--- src/rtl/sensor_scan_scheduler_pkg.sv ---
// rtl/sensor_scan_scheduler_pkg.sv - shared healthcare channel codes, scan states and alarm priority
package sensor_scan_scheduler_pkg;

    localparam logic [1:0] CH_PRESSURE = 2'd0;
    localparam logic [1:0] CH_BLOOD    = 2'd1;
    localparam logic [1:0] CH_FALL     = 2'd2;
    localparam logic [1:0] CH_TEMP     = 2'd3;

    typedef enum logic [1:0] {
        ST_IDLE   = 2'd0,
        ST_SETTLE = 2'd1,
        ST_SAMPLE = 2'd2
    } scan_state_t;

    // Slot 0 (LSBs) is the most urgent channel.
    localparam logic [7:0] PRIO_ORDER = {CH_BLOOD, CH_TEMP, CH_PRESSURE, CH_FALL};

    // Returns {found, channel} of the most urgent set bit in cand.
    function automatic logic [2:0] pick_alarm(input logic [3:0] cand);
        logic [2:0] w_res;
        w_res = 3'b000;
        for (int i = 3; i >= 0; i--) begin
            if (cand[PRIO_ORDER[2*i +: 2]]) begin
                w_res = {1'b1, PRIO_ORDER[2*i +: 2]};
            end
        end
        return w_res;
    endfunction

endpackage

--- src/rtl/sensor_scan_scheduler_confirm.sv ---
// rtl/sensor_scan_scheduler_confirm.sv - one channel's saturating confirm counter with pending/reported bits
module alarm_confirm_counter
    import sensor_scan_scheduler_pkg::*;
#(
    parameter int CONFIRM_COUNT = 3
) (
    input  logic clk,
    input  logic rst,
    input  logic i_sample_en,
    input  logic i_flag,
    input  logic i_clear,
    input  logic i_report,
    output logic o_pending,
    output logic o_reported
);

    localparam logic [3:0] CONFIRM = 4'(CONFIRM_COUNT);

    logic [3:0] r_count;
    logic       r_pending;
    logic       r_reported;
    logic [3:0] w_count_inc;

    assign w_count_inc = (r_count >= CONFIRM) ? CONFIRM : r_count + 4'd1;

    // Clear is checked first so it beats a confirm landing on the same edge.
    always_ff @(posedge clk or posedge rst) begin
        if (rst) begin
            r_count    <= 4'd0;
            r_pending  <= 1'b0;
            r_reported <= 1'b0;
        end else if (i_clear) begin
            r_count    <= 4'd0;
            r_pending  <= 1'b0;
            r_reported <= 1'b0;
        end else begin
            if (i_sample_en) begin
                if (!i_flag) begin
                    r_count <= 4'd0;
                end else begin
                    r_count <= w_count_inc;
                    if (w_count_inc == CONFIRM) begin
                        r_pending <= 1'b1;
                    end
                end
            end
            if (i_report) begin
                r_reported <= 1'b1;
            end
        end
    end

    assign o_pending  = r_pending;
    assign o_reported = r_reported;

endmodule

--- src/rtl/sensor_scan_scheduler.sv ---
// rtl/sensor_scan_scheduler.sv - round-robin detector scan, debounce and prioritised nurse-call handshake
module sensor_scan_scheduler
    import sensor_scan_scheduler_pkg::*;
#(
    parameter int SAMPLE_PERIOD = 4,
    parameter int CONFIRM_COUNT = 3
) (
    input  logic       clk,
    input  logic       rst,
    input  logic       enable,
    input  logic       presureAbnormality,
    input  logic       bloodAbnormality,
    input  logic       fallDetected,
    input  logic       temperatureAbnormality,
    input  logic [3:0] clearAlarm,
    input  logic       alarmAck,
    output logic [1:0] sensorSelect,
    output logic       sampleStrobe,
    output logic [3:0] alarmPending,
    output logic       alarmValid,
    output logic [1:0] alarmCode
);

    localparam int CW = (SAMPLE_PERIOD > 2) ? $clog2(SAMPLE_PERIOD - 1) : 1;
    localparam logic [CW-1:0] SETTLE_LAST = CW'(SAMPLE_PERIOD - 2);

    scan_state_t   r_state;
    scan_state_t   w_state_nxt;
    logic [CW-1:0] r_settle_cnt;
    logic [CW-1:0] w_settle_nxt;
    logic [1:0]    r_sel;
    logic [1:0]    w_sel_nxt;
    logic          w_strobe;

    logic [3:0]    w_flags;
    logic [3:0]    w_pending;
    logic [3:0]    w_reported;
    logic [3:0]    w_candidates;
    logic [2:0]    w_pick;
    logic          w_ack_fire;
    logic          r_valid;
    logic [1:0]    r_code;

    always_ff @(posedge clk or posedge rst) begin
        if (rst) begin
            r_state      <= ST_IDLE;
            r_settle_cnt <= '0;
            r_sel        <= 2'd0;
        end else begin
            r_state      <= w_state_nxt;
            r_settle_cnt <= w_settle_nxt;
            r_sel        <= w_sel_nxt;
        end
    end

    always_comb begin
        w_state_nxt  = r_state;
        w_settle_nxt = r_settle_cnt;
        w_sel_nxt    = r_sel;
        w_strobe     = 1'b0;
        case (r_state)
            ST_IDLE: begin
                if (enable) begin
                    w_state_nxt  = ST_SETTLE;
                    w_settle_nxt = '0;
                    w_sel_nxt    = 2'd0;
                end
            end
            ST_SETTLE: begin
                if (r_settle_cnt == SETTLE_LAST) begin
                    w_state_nxt = ST_SAMPLE;
                end else begin
                    w_settle_nxt = r_settle_cnt + 1'b1;
                end
            end
            ST_SAMPLE: begin
                w_strobe     = 1'b1;
                w_state_nxt  = ST_SETTLE;
                w_settle_nxt = '0;
                w_sel_nxt    = r_sel + 2'd1;
            end
            default: begin
                w_state_nxt = ST_IDLE;
            end
        endcase
        // Dropping enable abandons the slot; the next enable restarts at channel 0.
        if (!enable) begin
            w_state_nxt = ST_IDLE;
        end
    end

    assign w_flags    = {temperatureAbnormality, fallDetected, bloodAbnormality, presureAbnormality};
    assign w_ack_fire = r_valid & alarmAck;

    for (genvar g = 0; g < 4; g++) begin : g_ch
        alarm_confirm_counter #(
            .CONFIRM_COUNT (CONFIRM_COUNT)
        ) u_confirm (
            .clk         (clk),
            .rst         (rst),
            .i_sample_en (w_strobe && (r_sel == 2'(g))),
            .i_flag      (w_flags[g]),
            .i_clear     (clearAlarm[g]),
            .i_report    (w_ack_fire && (r_code == 2'(g))),
            .o_pending   (w_pending[g]),
            .o_reported  (w_reported[g])
        );
    end

    assign w_candidates = w_pending & ~w_reported;
    assign w_pick       = pick_alarm(w_candidates);

    // A presented code is frozen until acked or cleared; re-arbitration waits a cycle.
    always_ff @(posedge clk or posedge rst) begin
        if (rst) begin
            r_valid <= 1'b0;
            r_code  <= 2'd0;
        end else if (r_valid) begin
            if (alarmAck || clearAlarm[r_code]) begin
                r_valid <= 1'b0;
            end
        end else if (w_pick[2]) begin
            r_valid <= 1'b1;
            r_code  <= w_pick[1:0];
        end
    end

    assign sensorSelect = r_sel;
    assign sampleStrobe = w_strobe;
    assign alarmPending = w_pending;
    assign alarmValid   = r_valid;
    assign alarmCode    = r_code;

endmodule

--- config.mk ---
export PLATFORM = sky130hd
export DESIGN_NAME = sensor_scan_scheduler
export DESIGN_NICKNAME = d
export VERILOG_FILES = /design/src/rtl/sensor_scan_scheduler_pkg.sv /design/src/rtl/sensor_scan_scheduler_confirm.sv /design/src/rtl/sensor_scan_scheduler.sv
export SDC_FILE = /design/constraint.sdc
export NUM_CORES = 1
export LEC_CHECK = 0
export CAP_MARGIN = 15
export CORE_MARGIN = 8
export CORE_UTILIZATION = 55
export CTS_BUF_LIST = sky130_fd_sc_hd__clkbuf_16
export CTS_CLUSTER_DIAMETER = 40
export CTS_CLUSTER_SIZE = 40
export DETAILED_ROUTE_END_ITERATION = 8
export GPL_ROUTABILITY_DRIVEN = 0
export HOLD_SLACK_MARGIN = 0.06
export PLACE_DENSITY = 0.87
export SKIP_CTS_REPAIR_TIMING = 1
export SYNTH_ARGS = -nofsm -noshare
export SYNTH_HDL_FRONTEND = slang
export SYNTH_HIERARCHICAL = 1
export SYNTH_SLANG_ARGS = --single-unit
--- constraint.sdc ---
create_clock -name clk -period 3.8 [get_ports clk]
set_input_delay 0.76 -clock clk [delete_from_list [all_inputs] [get_ports clk]]
set_output_delay 0.76 -clock clk [all_outputs]
set_load 0.01 [all_outputs]
==> impl_metrics.env, run 1 <==
export IMPL_ant_nets=0
export IMPL_setup_violations=0
export IMPL_grt_busiest_layer="met2"
export IMPL_rows=20
export IMPL_status="complete, no violations"
export IMPL_path_max_fanout=8
export IMPL_cp_slowest_cell="clkdlybuf4s50_1"
export IMPL_start_kind="flip-flop"
export IMPL_synthArstFlopShare=1.00
export IMPL_gr_usage_met2=0.259
export IMPL_tightestPinTransition_ns=0.351
export IMPL_p_per_area_nw_per_um2=433
export IMPL_path_buf_inv=1
export IMPL_synth_ff_type="dfrtp_1"
export IMPL_hold_class="flip-flop to flip-flop"
export IMPL_port_buffer_count=21
export IMPL_crit_type="flip-flop to output port"
export IMPL_p_leak_nw=0.880
export IMPL_met1_usage=0.154
export IMPL_yosysSeqAreaShare=0.479
export IMPL_switchingPower_w=0.000195
export IMPL_grt_pass1_vias=1317
export IMPL_drc=0
export IMPL_ys_seq_elements=33
export IMPL_drv_cap=0
export IMPL_clockBufferDepth=2
export IMPL_vias=1266
export IMPL_rsz0062_at_grt="no"
export IMPL_first_iter_violations=67
export IMPL_period_share=0.638
export IMPL_die_y_um=72.0
export IMPL_antenna_cells=0
export IMPL_wirelength_um=3470
export IMPL_clock_latency_ns=0.27
export IMPL_htreeDepth=2
export IMPL_firstDrtPassIters=4
export IMPL_synth_distinct_cells=30
export IMPL_layout_commonest_cell="dfrtp_1"
export IMPL_clkTransAtPathRegs_ns=0.05
export IMPL_period_needed_ns=2.42
export IMPL_cts_buffers=5
export IMPL_syn_cell_area_um2=1720
export IMPL_grt_antenna_before_repair=0
export IMPL_via_per_inst=5.58
export IMPL_syn_num_nets=180
export IMPL_finalPower_w=0.000910
export IMPL_use_met3=0.0537
export IMPL_ctsRootBufferMaster="clkbuf_16"
export IMPL_p_clk_frac=0.476
export IMPL_dpl_hpwl_um=2560
export IMPL_fillers=222
export IMPL_grt_pass1_wl_um=5970
export IMPL_fmax_ghz=0.413
export IMPL_drive_gt1_frac=0.0710
export IMPL_cpPeakStageDelay_ns=0.61
export IMPL_end_kind="output port"
export IMPL_final_max_slew_viol_count=0
export IMPL_vdd_drop_max_uv=295
export IMPL_postSynthAreaPerCell_um2=10.8
export IMPL_io_pins=22
export IMPL_crit_arrival_ns=1.66
export IMPL_area_delta_synth_final_pct=22.0
export IMPL_hold_viol=0
export IMPL_synth_edff_count=0
export IMPL_maxSlewHeadroom=0.766
export IMPL_wire_per_inst_um=15.3
export IMPL_critPathTopFamily="buffers and inverters"
export IMPL_initial_core_util=0.569
export IMPL_core_um2=3030
export IMPL_grt_overflow_total=0
export IMPL_required_ns=3.04
export IMPL_clock_sinks=33
export IMPL_pwr_share_seq=0.422
export IMPL_finalNetCount=203
export IMPL_die_area_um2=5180
export IMPL_switching_share=0.215
export IMPL_combPwrFrac=0.103
export IMPL_tritoncts="built"
export IMPL_clock_skew_ns=0.00546
export IMPL_grt_max_degree=11
export IMPL_p_int_w=0.000715
export IMPL_gr_usage_all_layers=0.147
export IMPL_cp_cell_sequence="nor2b_1 > clkdlybuf4s50_1"
export IMPL_final_cell_mix="33 x dfrtp_1, 21 x clkdlybuf4s50_1, 18 x inv_1"
export IMPL_die_x_um=72.0
export IMPL_setup_tns_ns=0
export IMPL_netlist_instances=159
export IMPL_yosysWarnings=6
-- tightest hold or removal path: cells and delay by family, from the launching register on --
| family | cells | cell delay (ns) |
|---|---|---|
| flops | 1 | 0.34 |
| simple gates | 2 | 0.12 |
-- routing by layer --
metal	share of wire	vias to the layer above
met4	0.020	0
met5	0	-
met2	0.52	38
met3	0.065	9
met1	0.39	614
li1	-	605
-- kinds of logic after synthesis --
family,Yosys count,synth area share
flip-flops,33,0.479
AND/OR/NAND/NOR,56,0.203
multiplexers,11,0.0660
buffers and inverters,22,0.0653
adder cells (fa/ha/maj),9,0.0653
AO/OA/AOI/OAI,28,0.121
-- power by group through the flow --
stage	sequential [W]	clock, W	combinational [W]
floorplan	0.000385	0	0.0000544
global placement	0.000386	0	0.0000825
detailed placement	0.000389	0	0.0000909
CTS	0.000383	0.000441	0.0000940
global route	0.000387	0.000458	0.000106
finish	0.000384	0.000433	0.0000934
-- worst paths after layout --
kind,start,to,slack (ns),cells after the start
setup / recovery,r_state[0]$_DFFE_PP0P_,sampleStrobe,1.38,2
hold / removal,g_ch[3].u_confirm/o_reported$_DFFE_PP0P_,g_ch[3].u_confirm/o_reported$_DFFE_PP0P_,0.49,2
setup reg to reg,r_state[0]$_DFFE_PP0P_,g_ch[2].u_confirm/r_count[0]$_DFFE_PP0P_,2.10,4
hold reg to reg,g_ch[3].u_confirm/o_reported$_DFFE_PP0P_,g_ch[3].u_confirm/o_reported$_DFFE_PP0P_,0.49,2
max in group asynchronous,rst,sensorSelect[0]$_DFFE_PP0P_,2.64,2
min in group asynchronous,rst,g_ch[1].u_confirm/o_reported$_DFFE_PP0P_,0.85,2
-- Yosys cell counts, types with 6 or more instances --
cell      number  area share
inv_1         17       0.037
dfrtp_1       33        0.48
nor2_1        13       0.028
nor3_1         6       0.017
nand2b_1       8       0.029
a21oi_1        7       0.020
ha_1           9       0.065
a311oi_1      12       0.061
nor3b_1        9       0.039
mux2i_1        8       0.046
-- stage by stage --
stage / util / worst slack [ns] / cell area, µm² / std cells / hold WS, ns
2_1_floorplan: - / 2.26 / 1720 / 159 / 0.457
3_3_place_gp: 0.641 / 1.58 / 1940 / 219 / 0.479
3_5_place_dp: 0.641 / 1.54 / 1940 / 219 / 0.487
4_1_cts: 0.695 / 1.37 / 2100 / 227 / 0.497
5_1_grt: 0.695 / 1.30 / 2100 / 227 / 0.514
6_report: 0.695 / 1.38 / 2100 / 227 / 0.493
-- final cells by class --
class	instances	area, µm²	area share
Timing Repair Buffer	21	210	0.0999
Multi-Input combinational cell	104	786	0.374
Clock buffer	5	125	0.0595
Sequential cell	33	826	0.393
Tap cell	44	55.1	0.0262
Inverter	17	63.8	0.0303
Clock inverter	3	37.5	0.0178
-- registers in the layout (all words and copies together) (netlist names) --
| signal | count |
|---|---|
| g_ch.u_confirm/o_reported | 4 |
| r_settle_cnt | 2 |
| sensorSelect | 2 |
| alarmCode | 2 |
| g_ch.u_confirm/r_count | 16 |
| alarmValid | 1 |
| r_state | 2 |
| g_ch.u_confirm/o_pending | 4 |
Power figures use the tool's default switching activity.
==> run 2, diff against run 1 <==
--- a/config.mk
+++ b/config.mk
@@ -7,14 +7,14 @@
 export LEC_CHECK = 0
 export CAP_MARGIN = 15
 export CORE_MARGIN = 8
-export CORE_UTILIZATION = 55
+export CORE_UTILIZATION = 54
 export CTS_BUF_LIST = sky130_fd_sc_hd__clkbuf_16
 export CTS_CLUSTER_DIAMETER = 40
 export CTS_CLUSTER_SIZE = 40
 export DETAILED_ROUTE_END_ITERATION = 8
 export GPL_ROUTABILITY_DRIVEN = 0
 export HOLD_SLACK_MARGIN = 0.06
-export PLACE_DENSITY = 0.87
+export PLACE_DENSITY = 0.86
 export SKIP_CTS_REPAIR_TIMING = 1
 export SYNTH_ARGS = -nofsm -noshare
 export SYNTH_HDL_FRONTEND = slang
==> constraint.sdc (replaced) <==
create_clock -name clk -period 2.4 [get_ports clk]
set_input_delay 0.48 -clock clk [delete_from_list [all_inputs] [get_ports clk]]
set_output_delay 0.48 -clock clk [all_outputs]
set_load 0.01 [all_outputs]
==> run 2 against run 1 <==
  * Critical path depth unchanged
  * Clock skew shrank 0.0036 ns
  * Register-to-register slack worse by 1.4 ns
  * Non-clock buffer count did not move
  * Power up 59%
  * Worst hold slack worse by 0.0020 ns
  * Die area grew 1.4%
  * Global-route usage down 0.89 points
  * Setup slack got worse by 1.1 ns
  * Via count up 0.71%
  * Final cell count stayed put
  * Clock-buffer cell count is the same
  * Largest cell class unchanged
  * Largest power group unchanged
==> impl_metrics.env, run 2 (same netlist as run 1, synthesis figures left out) <==
export IMPL_htreeDepth=2
export IMPL_antenna_cells=0
export IMPL_gr_usage_all_layers=0.138
export IMPL_start_kind="flip-flop"
export IMPL_reg2reg_slack_ns=0.69
export IMPL_firstDrtPassIters=4
export IMPL_ant_nets=0
export IMPL_final_max_slew_viol_count=0
export IMPL_grt_antenna_before_repair=0
export IMPL_status="complete, no violations"
export IMPL_utilization=0.689
export IMPL_period_needed_ns=2.13
export IMPL_area_delta_synth_final_pct=22.0
export IMPL_p_per_area_nw_per_um2=687
export IMPL_port_buffer_count=21
export IMPL_dpl_hpwl_um=2580
export IMPL_clock_sinks=33
export IMPL_crit_arrival_ns=1.65
export IMPL_finalNetCount=203
export IMPL_wirelength_um=3400
export IMPL_wire_per_inst_um=15.0
export IMPL_dp_worst_setup_slack_ns=0.443
export IMPL_cp_cell_sequence="nor2b_1 > clkdlybuf4s50_1"
export IMPL_rsz0062_at_grt="no"
export IMPL_tightestPinTransition_ns=0.360
export IMPL_setup_tns_ns=0
export IMPL_end_kind="output port"
export IMPL_die_y_um=72.5
export IMPL_period_share=0.888
export IMPL_reg2reg_depth=4
export IMPL_crit_type="flip-flop to output port"
export IMPL_post_dp_cell_area_um2=1940
export IMPL_grt_max_degree=11
export IMPL_rows=20
export IMPL_hold_class="flip-flop to flip-flop"
export IMPL_final_cell_mix="33 x dfrtp_1, 21 x clkdlybuf4s50_1, 18 x inv_1"
export IMPL_regMostFlops="g_ch.u_confirm/r_count"
export IMPL_ctsRootBufferMaster="clkbuf_16"
export IMPL_via_per_inst=5.62
export IMPL_maxSlewHeadroom=0.758
export IMPL_grt_overflow_total=0
export IMPL_grt_pass1_vias=1303
export IMPL_p_leak_nw=0.880
export IMPL_whs_path_depth=2
export IMPL_drive_gt1_frac=0.0710
export IMPL_required_ns=1.92
export IMPL_drc=0
export IMPL_drv_cap=0
export IMPL_vias=1275
export IMPL_fmax_ghz=0.469
export IMPL_tritoncts="built"
export IMPL_clkTransAtPathRegs_ns=0.05
export IMPL_largest_reg_flops=16
export IMPL_clockBufferDepth=2
export IMPL_cpPeakStageDelay_ns=0.61
export IMPL_clock_skew_ns=0.00188
export IMPL_path_max_fanout=8
export IMPL_final_area_um2=2100
export IMPL_io_pins=22
export IMPL_setup_ws_ns=0.270
export IMPL_clock_latency_ns=0.27
export IMPL_die_x_um=72.5
export IMPL_setup_violations=0
export IMPL_first_iter_violations=96
export IMPL_vdd_drop_max_uv=528
export IMPL_grt_pass1_wl_um=5730
export IMPL_layout_commonest_cell="dfrtp_1"
export IMPL_hold_viol=0
export IMPL_core_um2=3050
export IMPL_cts_buffers=5
export IMPL_die_area_um2=5260
export IMPL_cp_slowest_cell="clkdlybuf4s50_1"
export IMPL_initial_core_util=0.565
==> run 2: cell counts in the layout (fill, tap and decap cells not counted) <==
No cell type changed its count.
==> run 2: worst max-delay path: cells and delay by family (launching register included) <==
kind	cells	cell delay (ns)
buffers and inverters	1	0.61
AND/OR/NAND/NOR	1	0.32
flip-flops	1	0.45
==> run 2: worst paths after layout <==
kind	start	endpoint
min in group asynchronous	rst	g_ch[0].u_confirm/o_reported$_DFFE_PP0P_
max in group asynchronous	rst	r_settle_cnt[1]$_DFFE_PP0P_
setup reg to reg	r_state[0]$_DFFE_PP0P_	g_ch[2].u_confirm/r_count[1]$_DFFE_PP0P_
setup / recovery	r_state[0]$_DFFE_PP0P_	sampleStrobe
hold / removal	g_ch[3].u_confirm/o_reported$_DFFE_PP0P_	g_ch[3].u_confirm/o_reported$_DFFE_PP0P_
hold reg to reg	g_ch[3].u_confirm/o_reported$_DFFE_PP0P_	g_ch[3].u_confirm/o_reported$_DFFE_PP0P_
==> run 2: final cells by class <==
type	instances	area, µm²
well taps	44	55.1
inverters	17	63.8
repair buffers	21	210
fillers	239	950
multi-input cells	104	786
clock inverters	3	37.5
clock buffers	5	125
flip-flops and latches	33	826
==> run 2: layer usage <==
metal | vias up | track usage | wire, µm
met5 | - | 0 | 0
met4 | 0 | 0.0600 | 57
met3 | 7 | 0.0441 | 212
met2 | 35 | 0.234 | 1720
met1 | 628 | 0.156 | 1410
li1 | 605 | - | -
==> run 2: metrics by stage <==
step           power [W]  cells  hold WS [ns]
3_3_place_gp    0.000741    219         0.478
3_5_place_dp    0.000758    219         0.479
5_1_grt          0.00150    227         0.542
6_report         0.00145    227         0.491
4_1_cts          0.00146    227         0.490
2_1_floorplan   0.000696    159         0.271
==> run 2: power breakdown <==
part | internal, W | total (W) | switching [W]
registers | 0.000580 | 0.000608 | 0.0000276
logic | 0.0000694 | 0.000145 | 0.0000752
clock network | 0.000481 | 0.000693 | 0.000212
total | 0.00113 | 0.00145 | 0.000315
==> run 3, diff against run 2 <==
--- a/config.mk
+++ b/config.mk
@@ -7,16 +7,17 @@
 export LEC_CHECK = 0
 export CAP_MARGIN = 15
 export CORE_MARGIN = 8
-export CORE_UTILIZATION = 54
+export CORE_UTILIZATION = 42
 export CTS_BUF_LIST = sky130_fd_sc_hd__clkbuf_16
 export CTS_CLUSTER_DIAMETER = 40
 export CTS_CLUSTER_SIZE = 40
 export DETAILED_ROUTE_END_ITERATION = 8
 export GPL_ROUTABILITY_DRIVEN = 0
 export HOLD_SLACK_MARGIN = 0.06
-export PLACE_DENSITY = 0.86
+export PLACE_DENSITY = 0.71
 export SKIP_CTS_REPAIR_TIMING = 1
 export SYNTH_ARGS = -nofsm -noshare
 export SYNTH_HDL_FRONTEND = slang
 export SYNTH_HIERARCHICAL = 1
 export SYNTH_SLANG_ARGS = --single-unit
+export TNS_END_PERCENT = 50
==> run 3 against run 2 <==
  * Worst hold slack got worse by 0.0031 ns
  * Combinational power hardly changed
  * Clock skew grew 0.0028 ns
  * First-iteration DRC count shrank 42%
  * Clock-buffer cell count is the same
  * Clock power shrank 18%
  * Global-route usage fell by 2.1 points
  * Critical endpoint unchanged
  * Largest cell class unchanged
  * Largest power group is now sequential cells
==> impl_metrics.env, run 3 (same netlist as run 1, synthesis figures left out) <==
export IMPL_status="complete, no violations"
export IMPL_vdd_drop_max_uv=331
export IMPL_drv_cap=0
export IMPL_die_area_um2=6410
export IMPL_final_cell_mix="33 x dfrtp_1, 21 x clkdlybuf4s50_1, 17 x inv_1"
export IMPL_core_um2=3970
export IMPL_io_pins=22
export IMPL_cp_cell_sequence="nor2b_1 > clkdlybuf4s50_1"
export IMPL_wirelength_um=3380
export IMPL_dpl_hpwl_um=2560
export IMPL_crit_arrival_ns=1.65
export IMPL_p_per_area_nw_per_um2=634
export IMPL_reg2reg_depth=4
export IMPL_clock_sinks=33
export IMPL_r2r_start="r_state[0]$_DFFE_PP0P_"
export IMPL_finalNetCount=203
export IMPL_tritoncts="built"
export IMPL_antenna_cells=0
export IMPL_hold_class="flip-flop to flip-flop"
export IMPL_period_needed_ns=2.13
export IMPL_clock_skew_ns=0.00464
export IMPL_finalPower_w=0.00132
export IMPL_period_share=0.888
export IMPL_setup_violations=0
export IMPL_largest_reg_flops=16
export IMPL_ctsRootBufferMaster="clkbuf_16"
export IMPL_cts_buffers=5
export IMPL_setup_worst_path_start="r_state[0]$_DFFE_PP0P_"
export IMPL_p_leak_nw=0.863
export IMPL_clock_latency_ns=0.27
export IMPL_grt_max_degree=11
export IMPL_fmax_ghz=0.469
export IMPL_area_delta_synth_final_pct=20.5
export IMPL_grt_antenna_before_repair=0
export IMPL_htreeDepth=2
export IMPL_layout_commonest_cell="dfrtp_1"
export IMPL_firstDrtPassIters=4
export IMPL_first_iter_violations=56
export IMPL_path_max_fanout=8
export IMPL_die_x_um=80.1
export IMPL_rsz0062_at_grt="no"
export IMPL_ant_nets=0
export IMPL_cp_slowest_cell="clkdlybuf4s50_1"
export IMPL_via_per_inst=5.38
export IMPL_cpPeakStageDelay_ns=0.61
export IMPL_required_ns=1.92
export IMPL_regMostFlops="g_ch.u_confirm/r_count"
export IMPL_die_y_um=80.1
export IMPL_maxSlewHeadroom=0.749
export IMPL_port_buffer_count=21
export IMPL_crit_type="flip-flop to output port"
export IMPL_gr_usage_all_layers=0.117
export IMPL_final_max_slew_viol_count=0
export IMPL_r2r_end="g_ch[3].u_confirm/r_count[1]$_DFFE_PP0P_"
export IMPL_grt_pass1_vias=1299
export IMPL_grt_pass1_wl_um=5800
export IMPL_tightestPinTransition_ns=0.376
export IMPL_reg2reg_slack_ns=0.73
export IMPL_wire_per_inst_um=14.6
export IMPL_setup_tns_ns=0
export IMPL_hold_viol=0
export IMPL_vias=1242
export IMPL_grt_overflow_total=0
export IMPL_start_kind="flip-flop"
export IMPL_clockBufferDepth=2
export IMPL_drive_gt1_frac=0.0718
export IMPL_crit_end="sampleStrobe"
export IMPL_clkTransAtPathRegs_ns=0.05
export IMPL_rows=23
export IMPL_initial_core_util=0.434
export IMPL_end_kind="output port"
export IMPL_drc=0
[run 3: metrics by stage]
stage          area (µm²)  instances   util  hold WS (ns)  setup slack [ns]
5_1_grt              2080        231  0.523         0.504             0.155
3_3_place_gp         1950        225  0.491         0.478             0.458
4_1_cts              2080        231  0.523         0.492             0.244
2_1_floorplan        1720        159      -         0.271             0.943
6_report             2080        231  0.523         0.488             0.269
3_5_place_dp         1950        225  0.491         0.482             0.400
[run 3: layer usage]
layer | vias to the layer above | share of wire | global-route usage
met2 | 24 | 0.45 | 0.181
met3 | 4 | 0.075 | 0.0513
met1 | 603 | 0.45 | 0.133
li1 | 611 | - | -
met5 | - | 0 | 0
met4 | 0 | 0.019 | 0.0600
[run 3: how the worst min path moves through the flow]
stage / startpoint / end / slack, ns / cells past startpoint
floorplan: rst / g_ch[0].u_confirm/o_pending$_DFFE_PP0P_ / 0.27 / 1
global placement: g_ch[2].u_confirm/o_reported$_DFFE_PP0P_ / g_ch[2].u_confirm/o_reported$_DFFE_PP0P_ / 0.48 / 2
detailed placement: g_ch[3].u_confirm/o_reported$_DFFE_PP0P_ / g_ch[3].u_confirm/o_reported$_DFFE_PP0P_ / 0.48 / 2
CTS: g_ch[3].u_confirm/o_reported$_DFFE_PP0P_ / g_ch[3].u_confirm/o_reported$_DFFE_PP0P_ / 0.49 / 2
global route: g_ch[1].u_confirm/o_reported$_DFFE_PP0P_ / g_ch[1].u_confirm/o_reported$_DFFE_PP0P_ / 0.50 / 2
finish: g_ch[3].u_confirm/o_reported$_DFFE_PP0P_ / g_ch[3].u_confirm/o_reported$_DFFE_PP0P_ / 0.49 / 2
[run 3: cell type report]
class	count	area, µm²
sequential	33	826
multi-input combinational	104	786
clock buffer	5	125
clock inverter	1	5.00
timing repair buffer	21	210
tap	50	62.6
fill	353	1890
inverter	17	63.8
[run 3: worst max-delay path: cells and delay by family (launching register included)]
| kind | cells | cell delay (ns) |
|---|---|---|
| simple gates | 1 | 0.33 |
| buf+inv | 1 | 0.61 |
| flops | 1 | 0.45 |
[run 3: power breakdown]
part | leakage (nW) | internal (W) | switching [W]
clock network | 0.0655 | 0.000369 | 0.000199
registers | 0.456 | 0.000580 | 0.0000271
logic | 0.341 | 0.0000690 | 0.0000726
total | 0.863 | 0.00102 | 0.000299
==> variant 1, RTL diff (settings of run 2) <==
Set the parameter `SAMPLE_PERIOD` to 2 (it was 4).
--- a/src/rtl/sensor_scan_scheduler.sv
+++ b/src/rtl/sensor_scan_scheduler.sv
@@ -2,7 +2,7 @@
 module sensor_scan_scheduler
     import sensor_scan_scheduler_pkg::*;
 #(
-    parameter int SAMPLE_PERIOD = 4,
+    parameter int SAMPLE_PERIOD = 2,
     parameter int CONFIRM_COUNT = 3
 ) (
     input  logic       clk,
Check against the original RTL: not equivalent (a bounded check fails within 4 cycles, from zero or initial values and one cycle with rst high).
==> variant 1 against run 2 <==
Sequential cell count fell by 2; critical path depth grew 1; worst setup slack improved by 180 ps; cell area shrank 6.5%; global-route usage decreased by 0.11 points; synthesized area shrank 6.8%; first-iteration DRC count is 55% lower; routed wire length down 7.3%; clock skew is 1.4 ps higher; total power shrank 9.2%; non-clock buffer count is 1 higher; sequential share of layout area rose by 0.18 points; largest power group unchanged.
==> variant 1: results <==
export IMPL_outcome="completed"
export IMPL_dpl_cell_area_mm2=0.00180
export IMPL_largest_reg_flops=16
export IMPL_clockBufferCount=5
export IMPL_ir_worst_vdd_uv=613
export IMPL_skew_ps=3.33
export IMPL_met2_usage_pct=22.7
export IMPL_p_leak_uw=0.000835
export IMPL_multi_input_gates=93
export IMPL_vias_per_cell=5.81
export IMPL_grtUsageMet3_pct=6.28
export IMPL_synth_fa_ha_area_share_pct=6.23
export IMPL_grtUsageMet1_pct=14.7
export IMPL_drt_iter0_markers=43
export IMPL_regArea_um2=776
export IMPL_final_clk_cell_share_pct=8.33
export IMPL_finalNonFillerCells=201
export IMPL_ys_top_cells_by_count="dfrtp_1 (31), inv_1 (16), a311oi_1 (12), nor2_1 (12), mux2i_1 (9)"
export IMPL_buffer_area_share_pct=11.1
export IMPL_buffers=22
export IMPL_synth_most_common_cell="dfrtp_1"
export IMPL_p_per_area_mw_per_mm2=667
export IMPL_multi_input_area_share_pct=36.1
export IMPL_fin_nets=189
export IMPL_synth_area_mux_share_pct=7.01
export IMPL_synth_cell_type_count=25
export IMPL_synthTopCellsByArea="dfrtp_1 (48%), a311oi_1 (6.5%), ha_1 (6.2%)"
export IMPL_grt_first_pass_wirelength_mm=5.56
export IMPL_synth_seq_cells=31
export IMPL_seq_area_frac_synth_pct=48.3
export IMPL_met3_length_um=175
export IMPL_fillers=202
export IMPL_place_worst_setup_slack_ps=401
export IMPL_synth_compound_area_share_pct=10.7
export IMPL_critPathMaxStageDelay_ps=540
export IMPL_post_route_cells_drive_above_1_share_pct=8.82
export IMPL_die_w_um=70.5
export IMPL_cp_arrival_ps=1470
export IMPL_wl_met1_mm=1.35
export IMPL_syn_nets=166
export IMPL_hpwl_mm=2.42
export IMPL_inverters=16
export IMPL_grt_pass1_vias=1241
export IMPL_wl_met2_mm=1.57
export IMPL_max_slew_margin_pct=76.2
variant 1: final timing paths:
| kind | startpoint | depth (start not counted) | slack, ps | to |
|---|---|---|---|---|
| setup reg to reg | sensorSelect[0]$_DFFE_PP0P_ | 5 | 900 | g_ch[0].u_confirm/r_count[0]$_DFFE_PP0P_ |
| setup / recovery | r_state[0]$_DFF_PP0_ | 3 | 450 | sampleStrobe |
| hold reg to reg | r_state[1]$_DFF_PP0_ | 1 | 410 | r_state[1]$_DFF_PP0_ |
| min in group asynchronous | rst | 2 | 570 | g_ch[1].u_confirm/o_pending$_DFFE_PP0P_ |
| hold / removal | r_state[1]$_DFF_PP0_ | 1 | 410 | r_state[1]$_DFF_PP0_ |
| max in group asynchronous | rst | 2 | 1570 | alarmValid$_DFF_PP0_ |
variant 1: where the power goes:
group	switching [uW]	total, uW	internal (uW)
sequential	7.63	538	530
combinational	40.6	80.6	40.0
clock	211	694	483
total	260	1310	1050
==> variant 2, RTL diff (config.mk and constraints of run 2) <==
Without the edit above. Re-encode `scan_state_t` (3 states) as one-hot, 3 bits wide.
--- a/src/rtl/sensor_scan_scheduler_pkg.sv
+++ b/src/rtl/sensor_scan_scheduler_pkg.sv
@@ -6,10 +6,10 @@
     localparam logic [1:0] CH_FALL     = 2'd2;
     localparam logic [1:0] CH_TEMP     = 2'd3;
 
-    typedef enum logic [1:0] {
-        ST_IDLE   = 2'd0,
-        ST_SETTLE = 2'd1,
-        ST_SAMPLE = 2'd2
+    typedef enum logic [2:0] {
+        ST_IDLE   = 3'b001,
+        ST_SETTLE = 3'b010,
+        ST_SAMPLE = 3'b100
     } scan_state_t;
 
     // Slot 0 (LSBs) is the most urgent channel.
Behaviour: same outputs for any inputs over 10 cycles, from zero or initial values and one cycle with rst high; not proved beyond that.
==> variant 2 against run 2 <==
Synthesized area is 6.4% higher; worst setup slack worse by 160 ps; critical path depth is 1 higher; sequential cell count is 1 higher; maximum frequency is 7.0% lower; cell count is 7.0% higher; synthesized cell count is 9.4% higher; total power is 11% lower; sequential power hardly changed; cell area is 3.9% higher; routed wire length is 16% higher; critical path type unchanged; largest cell class is now multi-input gates.
==> variant 2: results <==
export IMPL_outcome="completed"
export IMPL_min_path_type="flip-flop to flip-flop"
export IMPL_critPathMaxStageDelay_ps=570
export IMPL_grt_first_pass_wirelength_mm=6.71
export IMPL_synthTopCellsByArea="dfrtp_1 (45%), ha_1 (6.1%), a311oi_1 (5.7%)"
export IMPL_syn_nets=195
export IMPL_slowest_stage="clkdlybuf4s50_1"
export IMPL_skew_ps=3.68
export IMPL_drt_iter0_markers=53
export IMPL_vias=1384
export IMPL_clk_latency_ps=270
export IMPL_antenna_found_initial=0
export IMPL_fillers=267
export IMPL_p_leak_uw=0.000882
export IMPL_synth_cell_type_count=33
export IMPL_ys_top_cells_by_count="dfrtp_1 (33), inv_1 (18), nor2_1 (16)"
export IMPL_max_slew_margin_pct=71.5
export IMPL_ir_worst_vdd_uv=382
export IMPL_firstDrtPassIters=4
export IMPL_async_flop_share_pct=100
export IMPL_hold_start="g_ch[2].u_confirm/o_reported$_DFFE_PP0P_"
export IMPL_fin_nets=217
export IMPL_hpwl_mm=2.94
export IMPL_wl_per_cell_um=16.2
export IMPL_grt_pass1_vias=1465
export IMPL_portBuffers=21
export IMPL_post_route_cells_drive_above_1_share_pct=8.12
export IMPL_synth_ff_type="dfrtp_1"
export IMPL_seq_area_frac_synth_pct=46.5
export IMPL_clockBufferDepth=2
export IMPL_grt_max_degree=14
export IMPL_crit_path_start="r_state[1]$_DFFE_PP0P_"
export IMPL_cts_root_buffer="clkbuf_16"
export IMPL_diodes=0
export IMPL_grtUsageTotal_pct=16.2
export IMPL_cp_max_fo=8
export IMPL_cp_arrival_ps=1810
-- variant 2: where the power goes --
part | leakage, uW | switching, uW | internal [uW] | total, uW
clock | 0.0000663 | 219 | 373 | 591
sequential | 0.000470 | 18.8 | 587 | 606
combinational | 0.000345 | 50.4 | 44.4 | 94.8
total | 0.000882 | 288 | 1000 | 1290
-- variant 2: worst register-to-register path, delay by kind of cell, from the launching register on --
kind            cells  cell delay [ps]
compound gates      2              400
flops               1              430
simple gates        3              910
-- variant 2: metal layers --
layer  up-vias  part of all wire, %  track usage [%]
met5         -                    0                0
met4         0                  2.6             8.48
met3         9                  5.5             5.26
met2        39                   51             28.2
met1       682                   40             17.1
li1        654                    -                -
-- variant 2: area by class of cell --
type	count	area (um2)	share of cell area [%]
multi-input combinational	116	862	39.4
sequential	34	852	39.0
timing repair buffer	21	210	9.62
clock buffer	5	125	5.72
inverter	18	67.6	3.09
tap	46	57.6	2.63
clock inverter	3	11.3	0.515
-- variant 2: worst paths after layout --
check	end	depth (start not counted)	slack (ps)
setup / recovery	sampleStrobe	3	110
hold / removal	g_ch[2].u_confirm/o_reported$_DFFE_PP0P_	2	510
setup reg to reg	g_ch[3].u_confirm/o_pending$_DFFE_PP0P_	5	560
hold reg to reg	g_ch[2].u_confirm/o_reported$_DFFE_PP0P_	2	510
max in group asynchronous	r_state[0]$_DFFE_PP1P_	2	1440
min in group asynchronous	g_ch[3].u_confirm/r_count[3]$_DFFE_PP0P_	2	580
-- variant 2: stage by stage --
step           util (%)  setup slack, ps  cell area, um2  instances
2_1_floorplan         -              780            1830        174
5_1_grt            66.0             25.3            2190        243
4_1_cts            65.9             57.9            2180        243
6_report           66.0              109            2190        243
3_5_place_dp       61.8              380            2050        235
3_3_place_gp       61.8              442            2050        235
-- variant 2: cell families (layout without fill, tap and decap cells) --
logic type	after synthesis	in the layout	synth area share, %
mux	11	11	6.14
compound gates	37	37	14.7
fa+ha+maj	9	9	6.14
simple gates	59	59	19.9
buf+inv	24	47	6.68
flops	34	34	46.5
